<file path="config.mk">
export PLATFORM = sky130hd
export DESIGN_NAME = trap_ctrl
export DESIGN_NICKNAME = d
export VERILOG_FILES = /design/src/rtl/trap_ctrl.sv
export SDC_FILE = /design/constraint.sdc
export NUM_CORES = 1
export LEC_CHECK = 0
export CAP_MARGIN = 20
export CORE_MARGIN = 3
export CORE_UTILIZATION = 40
export DETAILED_ROUTE_END_ITERATION = 7
export PLACE_DENSITY = 0.88
export SKIP_LAST_GASP = 1
export SYNTH_ARGS = -nofsm -noshare
export SYNTH_HDL_FRONTEND = slang
export SYNTH_SLANG_ARGS = --single-unit
export TNS_END_PERCENT = 30
</file>
<file path="constraint.sdc">
create_clock -name clk -period 3.7 [get_ports clk]
set_input_delay 0.37 -clock clk [delete_from_list [all_inputs] [get_ports clk]]
set_output_delay 0.37 -clock clk [all_outputs]
set_load 0.01 [all_outputs]
</file>
<file path="src/rtl/trap_ctrl.sv">
// trap_ctrl: machine-mode trap sequencer between idex and the CSR file.
// Arbitrates exceptions, maskable interrupts, mret and wfi. It performs the
// mstatus/mepc/mcause(/mtval) update sequence through a single CSR port,
// then redirects the PC to mtvec (direct or vectored) or back to mepc.
// Optional feature macro: TRAP_MTVAL_EN (adds the WTVL state and tval_q).
module trap_ctrl #(
    parameter int IRQ_N          = 3,
    parameter bit MTVEC_VEC_EN_P = 1'b1
) (
    input  logic             clk,
    input  logic             rst_n,
    input  logic [31:0]      csr_rdata_i,
    output logic [31:0]      csr_wdata_o,
    output logic             csr_we_o,
    output logic [11:0]      csr_addr_o,
    input  logic             ecall_i,
    input  logic             ebreak_i,
    input  logic             inst_err_i,
    input  logic [IRQ_N-1:0] irq_i,
    input  logic             mstatus_MIE3,
    input  logic             wfi_i,
    input  logic             mret_i,
    input  logic [31:0]      tval_i,
    input  logic [31:0]      pc_i,
    input  logic [31:0]      pc_n_i,
    output logic [31:0]      pc_n_o,
    output logic             trap_jump_o,
    output logic             trap_in_o
);

    localparam logic [11:0] ADDR_MSTATUS = 12'h300;
    localparam logic [11:0] ADDR_MTVEC   = 12'h305;
    localparam logic [11:0] ADDR_MEPC    = 12'h341;
    localparam logic [11:0] ADDR_MCAUSE  = 12'h342;
    localparam logic [11:0] ADDR_MTVAL   = 12'h343;

    typedef enum logic [3:0] {
        IDLE,
        SWFI,
        CMIE,
        WEPC,
        WCAU,
`ifdef TRAP_MTVAL_EN
        WTVL,
`endif
        JUMP,
        MRST,
        MRJP
    } state_t;

    state_t      state_q, state_d;
    logic [31:0] cause_q, cause_d;
    logic [31:0] epc_q, epc_d;
`ifdef TRAP_MTVAL_EN
    logic [31:0] tval_q, tval_d;
`else
    logic        unused_tval;
    assign unused_tval = ^tval_i;
`endif

    logic        exc_hit;
    logic [4:0]  exc_code;
    logic [31:0] exc_tval;
    logic        irq_hit;
    logic [4:0]  irq_code;
    logic        take_exc;
    logic        take_irq;
    logic [31:0] mtvec_base;

    // Exception priority: inst_err > ebreak > ecall (later assignment wins)
    always_comb begin
        exc_hit  = ecall_i | ebreak_i | inst_err_i;
        exc_code = 5'd0;
        exc_tval = 32'd0;
        if (ecall_i)    exc_code = 5'd11;
        if (ebreak_i) begin
            exc_code = 5'd3;
            exc_tval = pc_i;
        end
        if (inst_err_i) begin
            exc_code = 5'd2;
            exc_tval = tval_i;
        end
    end

    // Interrupt priority: highest local line first, then MEI > MSI > MTI
    always_comb begin
        irq_hit  = |irq_i;
        irq_code = 5'd0;
        if (irq_i[1]) irq_code = 5'd7;
        if (irq_i[0]) irq_code = 5'd3;
        if (irq_i[2]) irq_code = 5'd11;
        for (int k = 3; k < IRQ_N; k++) begin
            if (irq_i[k]) irq_code = 5'(13 + k);
        end
    end

    // Next-state and trap-context capture
    always_comb begin
        state_d  = state_q;
        cause_d  = cause_q;
        epc_d    = epc_q;
`ifdef TRAP_MTVAL_EN
        tval_d   = tval_q;
`endif
        take_exc = 1'b0;
        take_irq = 1'b0;
        case (state_q)
            IDLE: begin
                if (exc_hit)                      take_exc = 1'b1;
                else if (irq_hit && mstatus_MIE3) take_irq = 1'b1;
                else if (mret_i)                  state_d  = MRST;
                else if (wfi_i)                   state_d  = SWFI;
            end
            SWFI: begin
                if (exc_hit)             take_exc = 1'b1;
                else if (irq_hit) begin
                    if (mstatus_MIE3)    take_irq = 1'b1;
                    else                 state_d  = IDLE;
                end
            end
            CMIE: state_d = WEPC;
            WEPC: state_d = WCAU;
`ifdef TRAP_MTVAL_EN
            WCAU: state_d = WTVL;
            WTVL: state_d = JUMP;
`else
            WCAU: state_d = JUMP;
`endif
            JUMP: state_d = IDLE;
            MRST: state_d = MRJP;
            MRJP: state_d = IDLE;
            default: state_d = IDLE;
        endcase
        if (take_exc) begin
            cause_d = {1'b0, 26'd0, exc_code};
            epc_d   = pc_i;
`ifdef TRAP_MTVAL_EN
            tval_d  = exc_tval;
`endif
            state_d = CMIE;
        end
        if (take_irq) begin
            cause_d = {1'b1, 26'd0, irq_code};
            epc_d   = pc_n_i;
`ifdef TRAP_MTVAL_EN
            tval_d  = 32'd0;
`endif
            state_d = CMIE;
        end
    end

    // State and latched trap context
    always_ff @(posedge clk or negedge rst_n) begin
        if (!rst_n) begin
            state_q <= IDLE;
            cause_q <= 32'd0;
            epc_q   <= 32'd0;
`ifdef TRAP_MTVAL_EN
            tval_q  <= 32'd0;
`endif
        end else begin
            state_q <= state_d;
            cause_q <= cause_d;
            epc_q   <= epc_d;
`ifdef TRAP_MTVAL_EN
            tval_q  <= tval_d;
`endif
        end
    end

    assign mtvec_base = {csr_rdata_i[31:2], 2'b00};

    // CSR port and PC redirect, decoded from the current state
    always_comb begin
        csr_addr_o  = 12'h000;
        csr_we_o    = 1'b0;
        csr_wdata_o = 32'd0;
        pc_n_o      = pc_n_i;
        trap_jump_o = 1'b0;
        trap_in_o   = (state_q != IDLE) && (state_q != SWFI);
        case (state_q)
            CMIE: begin
                csr_addr_o     = ADDR_MSTATUS;
                csr_wdata_o    = csr_rdata_i;
                csr_wdata_o[7] = csr_rdata_i[3];
                csr_wdata_o[3] = 1'b0;
                csr_we_o       = 1'b1;
            end
            WEPC: begin
                csr_addr_o  = ADDR_MEPC;
                csr_wdata_o = epc_q;
                csr_we_o    = 1'b1;
            end
            WCAU: begin
                csr_addr_o  = ADDR_MCAUSE;
                csr_wdata_o = cause_q;
                csr_we_o    = 1'b1;
            end
`ifdef TRAP_MTVAL_EN
            WTVL: begin
                csr_addr_o  = ADDR_MTVAL;
                csr_wdata_o = tval_q;
                csr_we_o    = 1'b1;
            end
`endif
            JUMP: begin
                csr_addr_o  = ADDR_MTVEC;
                trap_jump_o = 1'b1;
                if (MTVEC_VEC_EN_P && cause_q[31] && (csr_rdata_i[1:0] == 2'b01))
                    pc_n_o = mtvec_base + (32'(cause_q[4:0]) << 2);
                else
                    pc_n_o = mtvec_base;
            end
            MRST: begin
                csr_addr_o     = ADDR_MSTATUS;
                csr_wdata_o    = csr_rdata_i;
                csr_wdata_o[3] = csr_rdata_i[7];
                csr_wdata_o[7] = 1'b1;
                csr_we_o       = 1'b1;
            end
            MRJP: begin
                csr_addr_o  = ADDR_MEPC;
                pc_n_o      = {csr_rdata_i[31:2], 2'b00};
                trap_jump_o = 1'b1;
            end
            default: ;
        endcase
    end

endmodule
</file>
==> run metrics <==
outcome=finished, final reports clean; kind of critical path=input port to output pin; Post-Syn Instances=435; most common cell after layout, fill and taps aside=clkdlybuf4s50_1; drt first pass iters=4; crit share post-route=a little over nine tenths; mapped cell area=3340 um^2; Vias=3,909; fin crit period=3.51 ns; worst-path cell chain=clkdlybuf4s50_1 -> ha_1 -> inv_1 -> fa_1 -> nand2b_1 -> a21oi_1 -> buf_4 -> nor4b_4 -> xnor2_1 -> o21ai_0 -> clkdlybuf4s50_1; Seq pwr share=24.9%; startpoint types=input port; Pint=~1.9 mW; NetSw=1.39 mW; Netlist cell types=47; RSZ-0062 raised after global routing=false; final setup skew=0.00218 ns; Sink Count=40; Area Growth Syn to Fin=57.5%; CTS Buf Count=5; number of inserted diodes=0; worst-path maximum fanout=13; GRT Overall Usage=about a quarter; Synthesis Warnings=0; post-route ant nets=0; Final setup violation count=0; Starting Density=42.2%; Max transition margin=a little over a third; area share of the largest cell type after synthesis=29.9%; Sw Share=between 40 and 50%; DRC Markers=0; routed wire length per instance=18.0 um; Leak=approximately 2.3 nW; slew at the pin closest to its max-slew limit=0.961 ns; Cell Pwr Density=620 nW/um^2; fin util=66.4%; Core Region=between 7000 and 8000 um^2; VDD IR max=0.310 mV; Critical Path Sink Type=output pin; clk buf depth=2; Total Die Area=around 9500 um^2; GP Congestion=roughly 0.90; Rows=32; #FFs+latches synth=40; Layout Nets=around 740; Port Buffers=179; MaxCap Viol Count=0; largest net degree at the start of global routing=around 40; share of layout cells above drive strength 1=under 10%; Fin Hold WS=0.241 ns; worst-skew pair later-pin latency=between 0.2 and 0.3 ns; max frequency=285 MHz; Post-DP HPWL=9400 um; most frequent cells in the layout=178 x clkdlybuf4s50_1, 111 x nand2_1, 40 x dfrtp_1; Clk pin slew, worst setup/hold paths=0.07 ns; initial antenna violation count=0; synthesized area per cell=between 7 and 8 um^2; Clk pwr share=9.5%; biggest area consumer among synthesized cells=dfrtp_1; vias in the first global route=4,104; CTS tree=done; clk root buf=clkbuf_8; CP max stage delay=0.56 ns; Buf/Inv on CP=4; I/O pins=approximately 220; Combinational Power Share=between 60% and 70%; Iter 0 DRT Violations=about 200; via density per instance=5.59; Setup WS pre-CTS=approximately 0.15 ns; Die X=97.4 um; final setup margin=0.191 ns; Slowest-stage cell, CP=clkdlybuf4s50_1; Worst EP arrival=about 3.1 ns; first-pass GRT wire length=slightly above 20,000 um; placed cell areas=5160 um^2; Final Hold Viols=0; Die Y=approximately 97 um; gr ovfl total=0; synth top area cells=dfrtp_1 30%, nand2_1 13%, a22o_1 8.1%; setup TNS after final layout=0 ns; design area=between 5000 and 6000 um^2; sequential fraction of the synthesis area=29.9%; Post-Route WL=12,600 um; Hold WC Path Type=input port to asynchronous set/reset pin; H-tree Lvls=2; crit-path most repeated cell=clkdlybuf4s50_1; final slew viol count=0; WP data required=about 3.3 ns; CP top delay family=buffers and inverters
## stage by stage
step	cells	power, mW
finish	699	3.26
global route	699	3.49
CTS	699	3.27
detailed placement	692	2.95
global placement	692	2.88
floorplan	440	1.86
## path summary, 6_finish.rpt
check                          startpoint         end  slack (ns)  depth (start not counted)
setup reg to reg               state_q[1]  state_q[1]        1.21                          6
setup / recovery           csr_rdata_i[2]  pc_n_o[28]        0.19                         11
hold reg to reg                  epc_q[9]    epc_q[9]        0.48                          2
hold / removal                      rst_n   epc_q[22]        0.24                          1
min in group clk                 epc_q[9]    epc_q[9]        0.48                          2
max in group asynchronous           rst_n    epc_q[1]        2.87                          1
## worst reg2reg max path, delay by kind of cell, from the launching register on
kind	cells	cell delay [ns]
buffers and inverters	2	0.58
and+or+nand+nor	3	1.03
AOI/OAI and AO/OA	1	0.12
DFF	1	0.63
## metal layers
layer  wire length, um  vias up  track usage [%]
met4               162        0             6.18
met3               907       16             6.17
met5                 0        -                0
met2              6230      172             44.2
li1                  -     1854                -
met1              5260     1867             32.2
## registers in the layout, summed over array words and instances, names as in the netlist
register and count:
epc_q 32, cause_q 5, state_q 3
## power by group through the flow
| stage | clock, mW | sequential, mW | combinational [mW] |
|---|---|---|---|
| 2_1_floorplan | 0 | 0.730 | 1.13 |
| 3_3_place_gp | 0 | 0.796 | 2.08 |
| 3_5_place_dp | 0 | 0.812 | 2.13 |
| 4_1_cts | 0.319 | 0.806 | 2.14 |
| 5_1_grt | 0.339 | 0.835 | 2.31 |
| 6_report | 0.311 | 0.811 | 2.14 |
## area by class of cell
type	count	area (um^2)
multi-input cells	350	2140
well taps	102	128
inverters	12	45.0
repair buffers	188	1850
fillers	671	2660
clock buffers	7	96.3
flip-flops and latches	40	1000
## synth_stat cells (all sizes together)
cell and count:
xnor2 14, dfrtp 40, a211o 1, nand3 7, and2 7, nor4b 2
xor2 13, o22ai 1, and4bb 1, o31a 1, ha 4, a211oi 1
nand4b 2, fa 1, inv 12, nand4 10, o21a 2, nor3 7
nor3b 1, nor2 13, buf 24, mux2i 2, a21o 2, and4 6
clkbuf 14, a22o 31, a21oi 11, o41ai 1, a22oi 32, nand2b 3
nand2 112, nor4bb 1, nor4 5, nor2b 2, conb 1, o21ai 40
and3 7, or3 1
## kinds of logic after synthesis
family                     synth area share, %
AOI/OAI and AO/OA                         25.0
muxes                                    0.599
other                                    0.112
buffers and inverters                     7.15
xor gates and xnor gates                  7.07
DFF                                       29.9
adders and majority gates                 2.10
and+or+nand+nor                           28.0
## what timing repair did
action	CTS	global route
resized for setup	0	1
hold buffers	0	0
setup endpoints to repair	0	1
buffers inserted	0	0
Power figures use the tool's default switching activity.
==> RTL change 1, RTL diff (same flow settings) <==
Encoding of `state_t`: now one-hot (8 bits for 8 states).
--- a/src/rtl/trap_ctrl.sv
+++ b/src/rtl/trap_ctrl.sv
@@ -36,8 +36,8 @@
 
-    typedef enum logic [3:0] {
-        IDLE,
-        SWFI,
-        CMIE,
-        WEPC,
-        WCAU,
+    typedef enum logic [7:0] {
+        IDLE = 8'b00000001,
+        SWFI = 8'b00000010,
+        CMIE = 8'b00000100,
+        WEPC = 8'b00001000,
+        WCAU = 8'b00010000,
 `ifdef TRAP_MTVAL_EN
@@ -45,5 +45,5 @@
 `endif
-        JUMP,
-        MRST,
-        MRJP
+        JUMP = 8'b00100000,
+        MRST = 8'b01000000,
+        MRJP = 8'b10000000
     } state_t;
Formal check against the unedited RTL: same outputs for any inputs over 4 cycles, from zero or initial values and one cycle with rst_n low; so few cycles prove little.
==> RTL change 1 against the original RTL <==
- routed wire length grew 28%
- die area grew 23%
- power shrank 2.4%
- maximum frequency shrank 3.0%
- area after synthesis grew 24%
- sequential power grew 4.1%
- worst setup slack lost 110 ps
- sequential cell count grew 5
- final area grew 21%
- sequential share of layout area shrank 1.3 points
- core utilization shrank 2.2 points
- highest routed layer unchanged
==> RTL change 1: results (changes against the original RTL) <==
| Metric | Value |
|---|---|
| Reg-to-Reg Start | `state_q[3]` |
| CP max FO | `7 (-6)` |
| Max frequency | `0.277 GHz (-3.0%)` |
| Routed wl met2 | `7690 µm (+23%)` |
| Class of the worst hold path | `reg -> reg` |
| Total GRT Usage | `26.4% (+0.79 points)` |
| P_sw | `1320 µW (-5.1%)` |
| Fin Hold WS | `494 ps (+253 ps)` |
| Vias | `4988 (+28%)` |
| Initial drt markers | `398 (+100%)` |
| Post-Synthesis Cells | `528 (+21%)` |
| Slew Limit Headroom | `38.8% (+2.9 points)` |
| CP peak stage delay | `650 ps (+90 ps)` |
| TritonRoute pass-1 iters | `5 (+1)` |
| Reg2reg end | `epc_q[25]` |
| Outcome | `completed` |
| Largest net degree at the start of global routing | `46 (+12%)` |
| WL per Instance | `19.1 µm (+6.2%)` |
| Clock-pin slew on the worst setup and hold paths | `90 ps (+20 ps)` |
| Placement Cell Area | `6180 µm² (+20%)` |
| Sequential area share after synthesis | `27.2% (-2.8 points)` |
| Clk_lat worst skew | `310 ps (+30 ps)` |
| DP HPWL | `12000 µm (+27%)` |
| Arrival @ worst endpoint | `3250 ps (+110 ps)` |
| R2R setup slack | `1020 ps (-190 ps)` |
| Ranking of synthesized cells by area | `dfrtp_1, mux2i_1, a22o_1, nand2_1, o21ai_1` |
| Vias in the first global route | `4927 (+20%)` |
| Post-layout net count | `851 (+15%)` |
| Final RePlAce weighted congestion | `0.922 (+2.2%)` |
| Pre-CTS setup slack | `13.5 ps (-133 ps)` |
| First-pass GRT wire length | `24500 µm (+21%)` |
| Routed WL | `16100 µm (+28%)` |
| GRT met1 Usage | `32.2% (about the same)` |
| Worst IR Drop VDD | `0.298 mV (-3.9%)` |
| Distinct cells, synth | `68 (+45%)` |
| LEAKAGE | `0.00251 µW (+11%)` |
[RTL change 1: tightest hold or removal path: cells and delay by family, from the launching register on]
family | cells | cell delay, ps
flip-flops | 1 | 350
AO/OA/AOI/OAI | 1 | 60
AND/OR/NAND/NOR | 1 | 50
[RTL change 1: cells by family (layout without fill, tap and decap cells)]
kind of cell             Yosys count  count (layout)  synth area share, %
AO/OA/AOI/OAI                    165             165                 27.3
XOR/XNOR                          17              17                 3.59
adder cells (fa/ha/maj)            5               5                 1.69
buffers and inverters             65             240                 7.36
flip-flops                        45              45                 27.2
multiplexers                      35              35                 8.47
other                              1               6               0.0904
AND/OR/NAND/NOR                  195             195                 24.3
[RTL change 1: how the worst max path moves through the flow]
stage / to / depth (start not counted) / from
after CTS: pc_n_o[30] / 11 / csr_rdata_i[2]
after global placement: pc_n_o[30] / 11 / csr_rdata_i[2]
after global routing: pc_n_o[31] / 8 / csr_rdata_i[6]
after detailed placement: pc_n_o[30] / 11 / csr_rdata_i[2]
after floorplan: pc_n_o[30] / 8 / csr_rdata_i[2]
final: pc_n_o[31] / 8 / csr_rdata_i[6]
[RTL change 1: layout make-up]
cell class | count | area (µm²)
fillers | 842 | 3540
multi-input cells | 423 | 2780
repair buffers | 214 | 2090
flip-flops and latches | 45 | 1130
well taps | 133 | 166
clock buffers | 5 | 68.8
inverters | 18 | 67.6
clock inverters | 3 | 65.1
[RTL change 1: power by group through the flow]
stage / sequential [µW] / clock (µW) / combinational [µW]
global route: 871 / 482 / 2040
CTS: 843 / 465 / 1870
global placement: 834 / 0 / 1800
finish: 844 / 462 / 1880
floorplan: 808 / 0 / 1040
detailed placement: 852 / 0 / 1860
==> RTL change 2, RTL diff (config.mk and constraints unchanged) <==
Without the edit above. Build with the macro `TRAP_MTVAL_EN` defined.
--- a/src/rtl/trap_ctrl.sv
+++ b/src/rtl/trap_ctrl.sv
@@ -5,2 +5,4 @@
 // Optional feature macro: TRAP_MTVAL_EN (adds the WTVL state and tval_q).
+`define TRAP_MTVAL_EN
+
 module trap_ctrl #(
Function: changed (Yosys sat finds a counterexample within 10 cycles, from zero or initial values and one cycle with rst_n low).
==> RTL change 2 against the original RTL <==
- worst setup slack gained 14 ps
- largest cell class unchanged
- area after synthesis grew 62%
- final area grew 51%
- sequential cell count grew 33
- power grew 81%
- routed wire length grew 74%
- register-to-register slack gained 280 ps
- critical path depth shrank 2
- largest power group unchanged
==> RTL change 2: results (changes against the original RTL) <==
| Metric | Value |
|---|---|
| Worst setup path end | `pc_n_o[28]` |
| Inverters | `41 (+29)` |
| Final clock-cell share | `3.72% (+1.9 points)` |
| IO buf count | `211 (+18%)` |
| Met3 Use GR | `7.37% (+1.2 points)` |
| Initial drt markers | `1002 (+410%)` |
| Largest net degree at the start of global routing | `74 (+80%)` |
| Routed WL | `21900 µm (+74%)` |
| Distinct cells, synth | `71 (+51%)` |
| Initial antenna violation count | `1 (+1)` |
| GRT met1 Usage | `38.7% (+6.5 points)` |
| Met1 WL | `8460 µm (+61%)` |
| Highest metal used | `met5` |
| Clkbuf count | `10 (+3)` |
| # fillers | `1104 (+65%)` |
| Vias | `6541 (+67%)` |
| Seq area share | `22.9% (+3.9 points)` |
| Fin Hold WS | `190 ps (-50.4 ps)` |
| Routed wl met2 | `10000 µm (+61%)` |
| Met2 usage | `45.0% (+0.86 points)` |
| CP max FO | `4 (-9)` |
| Diode count | `0 (unchanged)` |
| Comb_multi_in | `503 (+44%)` |
| Sequential area share after synthesis | `33.8% (+3.8 points)` |
| TritonRoute pass-1 iters | `6 (+2)` |
| DP HPWL | `16000 µm (+70%)` |
| Largest regs | `epc_q (32), tval_q (32), cause_q (5)` |
| R2R setup slack | `1490 ps (+280 ps)` |
| Post-synth top cells | `nand2_1, nor2_1, dfrtp_1, inv_1, nor3_1` |
| Layout non-clock buf frac | `29.5% (-5.7 points)` |
| Class of the worst hold path | `in -> async` |
| Arrival @ worst endpoint | `3130 ps (about the same)` |
| Layout cells sized above 1 | `8.80% (+3.6 points)` |
| LEAKAGE | `0.00331 µW (+47%)` |
| Total GRT Usage | `28.8% (+3.2 points)` |
| Vias in the first global route | `6278 (+53%)` |
| Worst r2r path cells | `8 (+2)` |
| Clk_skew | `2.97 ps (+0.787 ps)` |
| CTS sink count | `73 (+83%)` |
| Area of the multi-input gates | `3130 µm² (+46%)` |
| Non-Clock Buffer Count | `242 (+29%)` |
| Root buf cell | `clkbuf_16` |
| Reg2reg end | `epc_q[26]` |
| Clock-pin slew on the worst setup and hold paths | `60 ps` |
| Clk_lat worst skew | `330 ps (+50 ps)` |
| CTS buffer count | `9 (+4)` |
| Met3 WL | `2750 µm (+200%)` |
| First-pass GRT wire length | `33800 µm (+67%)` |
| Reg-to-Reg Start | `state_q[2]` |
| CTS HTree Levels | `3 (+1)` |
| Post-layout net count | `1014 (+37%)` |
| Ranking of synthesized cells by area | `dfrtp_1, nand2_1, a222oi_1, nor2_1, a221oi_1` |
| Outcome | `completed` |
| Final RePlAce weighted congestion | `0.934 (+3.6%)` |
RTL change 2: cells by family after synthesis:
kind of cell	Yosys count	synth area share, %
simple gates	282	25.5
compound gates	199	28.0
buf+inv	109	9.48
flops	73	33.8
mux	7	1.29
fa+ha+maj	5	1.29
xor+xnor	4	0.648
other cells	1	0.0693
RTL change 2: stage by stage:
step	worst slack, ps	std cells	area [µm²]	total power, µW
floorplan	1380	685	5430	3380
CTS	150	1047	7970	5880
global route	52.4	1047	7970	6270
global placement	247	1031	7670	4910
detailed placement	150	1031	7670	4990
finish	205	1047	7970	5910
RTL change 2: report_power, final:
| group | switching, µW | internal [µW] | total, µW |
|---|---|---|---|
| clock | 345 | 536 | 880 |
| sequential | 229 | 1200 | 1430 |
| combinational | 1890 | 1720 | 3600 |
| total | 2460 | 3450 | 5910 |
RTL change 2: what timing repair did:
action | CTS | global route
endpoints found under the hold margin | 0 | 0
gates resized for setup | 0 | 1
endpoints found under the setup margin | 0 | 3
